### src/rtl/console_tx.sv
// Memory-mapped console output port: CPU stores queue bytes in a FIFO that drains to the host over valid/ready.
// Define CONSOLE_TX_CRLF_EN to expand each LF (8'h0A) into a CR,LF pair on the host side.
//
// state   | meaning
// IDLE    | nothing presented; tx_valid low
// SEND    | tx_data presented, waiting for tx_ready
// SEND_CR | CR presented in place of a popped LF (CONSOLE_TX_CRLF_EN only)
module console_tx #(
    parameter int          DEPTH = 16,
    parameter logic [15:0] ADDR  = 16'hFFFE
) (
    input  logic        clk,
    input  logic        rstn,
    input  logic [15:0] addr,
    input  logic [15:0] wdata,
    input  logic        we,
    input  logic        re,
    output logic [15:0] rdata,
    output logic [7:0]  tx_data,
    output logic        tx_valid,
    input  logic        tx_ready
);

    localparam int AW = (DEPTH > 1) ? $clog2(DEPTH) : 1;
    localparam int CW = AW + 1;

`ifdef CONSOLE_TX_CRLF_EN
    typedef enum logic [1:0] {IDLE, SEND, SEND_CR} state_t;
`else
    typedef enum logic [1:0] {IDLE, SEND} state_t;
`endif

    state_t          state;
    logic [7:0]      mem [DEPTH];
    logic [AW-1:0]   wptr;
    logic [AW-1:0]   rptr;
    logic [CW-1:0]   count;
    logic            overflow;

    logic            sel;
    logic            push;
    logic            push_ok;
    logic            pop;
    logic            rd;
    logic            full;
    logic            empty;
    logic [7:0]      head;
    logic            unused_wdata;

    assign sel     = (addr == ADDR);
    assign push    = we && sel;
    assign rd      = re && sel;
    assign full    = (count == CW'(DEPTH));
    assign empty   = (count == '0);
    assign head    = mem[rptr];
    // A pop on the same edge frees the slot, so a push into a full FIFO still lands.
    assign push_ok = push && (!full || pop);
    assign unused_wdata = ^wdata[15:8];

    always_comb begin
        pop = 1'b0;
        case (state)
            IDLE:    pop = !empty;
            SEND:    pop = tx_ready && !empty;
            default: pop = 1'b0;
        endcase
    end

    always_comb begin
        rdata = 16'h0000;
        if (sel) begin
            rdata = {overflow, full, empty, 5'b00000, 8'(count)};
        end
    end

    // Storage carries no reset; the pointers and count define what is valid.
    always_ff @(posedge clk) begin
        if (push_ok) begin
            mem[wptr] <= wdata[7:0];
        end
    end

    always_ff @(posedge clk) begin
        if (!rstn) begin
            wptr     <= '0;
            rptr     <= '0;
            count    <= '0;
            overflow <= 1'b0;
            state    <= IDLE;
            tx_valid <= 1'b0;
            tx_data  <= 8'h00;
        end else begin
            if (push_ok) begin
                wptr <= wptr + AW'(1);
            end
            if (pop) begin
                rptr <= rptr + AW'(1);
            end
            count <= count + CW'(push_ok) - CW'(pop);

            // A dropped push on the same edge as a status read keeps the flag set.
            if (push && !push_ok) begin
                overflow <= 1'b1;
            end else if (rd) begin
                overflow <= 1'b0;
            end

            case (state)
                IDLE: begin
                    if (!empty) begin
                        tx_valid <= 1'b1;
`ifdef CONSOLE_TX_CRLF_EN
                        if (head == 8'h0A) begin
                            tx_data <= 8'h0D;
                            state   <= SEND_CR;
                        end else begin
                            tx_data <= head;
                            state   <= SEND;
                        end
`else
                        tx_data <= head;
                        state   <= SEND;
`endif
                    end
                end
                SEND: begin
                    if (tx_ready) begin
                        if (!empty) begin
`ifdef CONSOLE_TX_CRLF_EN
                            if (head == 8'h0A) begin
                                tx_data <= 8'h0D;
                                state   <= SEND_CR;
                            end else begin
                                tx_data <= head;
                            end
`else
                            tx_data <= head;
`endif
                        end else begin
                            tx_valid <= 1'b0;
                            state    <= IDLE;
                        end
                    end
                end
`ifdef CONSOLE_TX_CRLF_EN
                SEND_CR: begin
                    if (tx_ready) begin
                        tx_data <= 8'h0A;
                        state   <= SEND;
                    end
                end
`endif
                default: begin
                    tx_valid <= 1'b0;
                    state    <= IDLE;
                end
            endcase
        end
    end

endmodule

### config.mk
export PLATFORM = sky130hd
export DESIGN_NAME = console_tx
export DESIGN_NICKNAME = d
export VERILOG_FILES = /design/src/rtl/console_tx.sv
export SDC_FILE = /design/constraint.sdc
export NUM_CORES = 1
export LEC_CHECK = 0
export ABC_AREA = 1
export CORE_UTILIZATION = 52
export CTS_CLUSTER_SIZE = 8
export DETAILED_ROUTE_END_ITERATION = 10
export PLACE_DENSITY = 0.76
export SLEW_MARGIN = 0
export SYNTH_ARGS = -nofsm -noshare
export SYNTH_HDL_FRONTEND = slang
export SYNTH_SLANG_ARGS = --single-unit
### constraint.sdc
create_clock -name clk -period 2.9 [get_ports clk]
set_clock_uncertainty 0.1 [all_clocks]
set_input_delay 0.87 -clock clk [delete_from_list [all_inputs] [get_ports clk]]
set_output_delay 0.87 -clock clk [all_outputs]
set_load 0.02 [all_outputs]
==> qor.log <==
qor: outcome.outcome completed
qor: setup_path.critical_path.n_buffers_inverters 3
qor: placed_design.dpl.hpwl 9400 um
qor: drt.viasPerCell 5.16
qor: clock_network.clock-sinks 155
qor: drt.drtAntennaViolNets 0
qor: worst_hold_path.hold_path_startpoint overflow$_SDFFE_PN0P_
qor: global_routing.pin_count_of_the_biggest_net_entering_global_routing 65
qor: placed_design.io_buffer_count 45
qor: setup_path.source_of_the_worst_register_to_register_timing_path count[3]$_SDFF_PN0_
qor: drt.route.detailed.wl_per_inst 15.6 um
qor: clock_network.cts_root_buf sky130_fd_sc_hd__clkbuf_16
qor: setup_path.crit_required 1930 ps
qor: synth.synth.ff_latch_count 155
qor: drt.highest-signal-layer met4
qor: global_routing.grt_pass1_wl 24300 um
qor: setup_path.timing.critical_path.max_delay_family simple AND/OR/NAND/NOR gates
qor: global_routing.gr-usage-all-layers 23.0%
qor: drt.detail_route.drc_violations 0
qor: setup_path.reg2reg_slack 280 ps
qor: drt.drt_iter0_drc 505
qor: sta.worst_hold_slack 410 ps
qor: setup_path.worstReg2RegEnd count[4]$_SDFF_PN0_
qor: pwr.power.density_cell_area 818 nW/um^2
qor: drt.dr_wl_met3 829 um
qor: drt.amount_of_wire_on_met2_after_detailed_routing 7550 um
qor: worst_hold_path.min_path_cells 2
qor: floorplanning.initial_utilization 54.0%
qor: final_layout.num-nets-final 831
qor: sta.final_hold_viol_count 0
qor: sta.worst_slew_margin_rel 24.0%
qor: drt.via_count 4985
qor: worst_hold_path.min_to overflow$_SDFFE_PN0P_
qor: clock_network.hold_buffers 0
qor: pwr.leakage 0.00359 uW
qor: global_routing.global_route_overflow 0
qor: synth.synthCells 715
qor: global_routing.grt_pass1_vias 4883
qor: sta.timing.final.crit_share 97.4%
qor: sta.finalMaxSlewViolations 0
qor: final_layout.final_layout_size_suffix_gt1_share 11.9%
qor: floorplanning.floorplan.die_area 13800 um^2
qor: clock_network.total_cts_buffers 17
qor: clock_network.ctsLongestPathBuffers 2
qor: floorplanning.cell_row_count 41
qor: floorplanning.width_of_the_die 117 um
qor: setup_path.crit_path_max_incr_delay 200 ps
qor: floorplanning.pin_count 62
qor: synth.yosys.cell_types.count 29
qor: synth.syn_avg_cell_area 9.69 um^2
qor: clock_network.htree_num_levels 4
qor: final_layout.diodes 0
qor: setup_path.crit_chain dlygate4sd2_1 > nand2_1 > nor2_2 > nand3_2 > nor2_4 > inv_4 > nor3_2 > buf_4
qor: synth.netlist_area 6930 um^2
qor: clock_network.cts_tree done
qor: clock_network.worstSkewPairLatency 430 ps
qor: setup_path.rr_worst_depth 15
qor: sta.period_minus_slack 2820 ps
qor: setup_path.timing.critical_path.slowest_stage_cell sky130_fd_sc_hd__dlygate4sd2_1
qor: drt.routed_wl 15100 um
qor: synth.yosys_warnings 0
qor: setup_path.critical_path.startpoint_type primary input
qor: global_routing.number_of_antenna_violations_at_the_first_check_in_global_routing 0
qor: drt.wl_met1 6250 um
qor: pwr.finalPower 6730 uW
qor: drt.number_of_detailed_routing_iterations_run_before_antenna_repair 5
qor: placed_design.gp_congestion 0.788
qor: clock_network.cts.reportedPaths.clkPinSlew 60 ps
qor: floorplanning.placeableCoreArea 12800 um^2
qor: final_layout.syn2layout_area_growth 18.7%
qor: sta.report.final.setup_viol 0
qor: setup_path.cp.arrival 1850 ps
qor: setup_path.path_class in2out
qor: setup_path.critical_path.endpoint_type output pin
qor: job.cap_violations 0
qor: setup_path.cp_max_fo 8
qor: worst_hold_path.timing.hold.worst.class reg2reg
qor: floorplanning.die-height 117 um
qor: synth.ys_seq_area_share 63.3%
qor: pwr.max-vdd-ir-drop 562 uV
qor: sta.worst_slew_pin_slew 1140 ps
qor: sta.fmax 354 MHz
-- layout by cell type, fill, tap and decap left out, types with 2 or more instances in the layout --
master and n:
sky130_fd_sc_hd__nand2_2 4, sky130_fd_sc_hd__nand4_1 3, sky130_fd_sc_hd__clkinv_4 2, sky130_fd_sc_hd__ha_1 9
sky130_fd_sc_hd__clkbuf_16 19, sky130_fd_sc_hd__xor2_1 3, sky130_fd_sc_hd__dfxtp_1 26, sky130_fd_sc_hd__inv_4 5
sky130_fd_sc_hd__inv_1 99, sky130_fd_sc_hd__inv_2 3, sky130_fd_sc_hd__ha_4 2, sky130_fd_sc_hd__buf_2 7
sky130_fd_sc_hd__nor2_1 47, sky130_fd_sc_hd__xnor2_1 2, sky130_fd_sc_hd__clkdlybuf4s50_1 21, sky130_fd_sc_hd__nand3_1 92
sky130_fd_sc_hd__a21oi_1 9, sky130_fd_sc_hd__conb_1 8, sky130_fd_sc_hd__nor2_2 2, sky130_fd_sc_hd__nand2_4 3
sky130_fd_sc_hd__nand2_1 226, sky130_fd_sc_hd__inv_6 3, sky130_fd_sc_hd__clkinv_2 3, sky130_fd_sc_hd__nor3_1 3
sky130_fd_sc_hd__buf_4 32, sky130_fd_sc_hd__edfxtp_1 128, sky130_fd_sc_hd__dlygate4sd2_1 15, sky130_fd_sc_hd__o21ai_0 5
-- per-layer routing --
layer / vias up / GRT usage, %
met5: - / 0
met4: 0 / 12.0
met3: 33 / 4.72
met2: 183 / 37.6
met1: 2352 / 28.8
li1: 2417 / -
-- what timing repair did --
item                                   in CTS  in global routing
buffers inserted                            1                  2
setup endpoints to repair                   9                  2
pin swaps                                  14                  7
resized for setup                          54                  7
endpoints found under the hold margin       0                  0
-- sequential cells by signal (all words and copies together) (netlist names), named ones only --
name      flops
count         5
tx_valid      1
mem         128
tx_data       8
rptr          4
wptr          4
overflow      1
-- cell type report --
type | instances | area, um^2
clock buffers | 20 | 489
clock inverters | 12 | 105
fillers | 998 | 4600
inverters | 104 | 398
multi-input cells | 427 | 2000
flip-flops and latches | 155 | 4390
well taps | 172 | 215
repair buffers | 77 | 638
-- cells by family after synthesis --
| family | share of synthesized area, % |
|---|---|
| simple gates | 23.5 |
| flops | 63.3 |
| buf+inv | 8.94 |
| compound gates | 1.35 |
| fa+ha+maj | 2.28 |
| xor+xnor | 0.632 |
| other cells | 0.0541 |
-- synthesized netlist by cell type, drive strengths merged --
master	count	area (um^2)
edfxtp	128	3840
nand4	3	18.8
nand3	94	488
nor3	4	20.0
a21oi	10	50.1
a31oi	1	6.26
dfxtp	27	541
o21bai	1	7.51
xnor2	2	17.5
nor2	50	198
clkbuf	2	7.51
xor2	3	26.3
ha	11	138
conb	1	3.75
o21ai	6	30.0
fa	1	20.0
inv	104	395
nand2	233	902
buf	34	216
-- metrics by stage --
step	cell area (um^2)	util, %	std cells	setup TNS (ps)	setup slack [ps]
finish	8230	64.1	967	0	76.1
global route	8230	64.1	967	-4.97	-4.97
CTS	8190	63.8	965	0	63.4
detailed placement	7630	59.5	932	-17230	-677
global placement	7630	59.5	932	-14200	-665
floorplan	6970	-	722	0	14.0
-- power by group --
| group | switching, uW | total, uW | internal [uW] |
|---|---|---|---|
| sequential | 78.9 | 2610 | 2530 |
| combinational | 1270 | 1930 | 663 |
| clock | 881 | 2190 | 1310 |
| total | 2230 | 6730 | 4510 |
-- how the worst max path moves through the flow --
stage,from,to,slack [ps],cells after the start
2_1_floorplan,addr[5],count[4]$_SDFF_PN0_,10,13
3_3_place_gp,addr[5],rdata[14],-670,8
3_5_place_dp,addr[5],rdata[14],-680,8
4_1_cts,addr[6],rdata[14],60,8
5_1_grt,addr[5],count[4]$_SDFF_PN0_,-5,15
6_report,addr[7],rdata[14],80,8
-- worst reg2reg max path: cells and delay by family, from the launching register on --
| family | cells | cell delay [ps] |
|---|---|---|
| flops | 1 | 320 |
| buf+inv | 4 | 380 |
| fa+ha+maj | 4 | 960 |
| compound gates | 4 | 410 |
| simple gates | 3 | 320 |
Note: power is estimated with default switching activity, not from simulation.
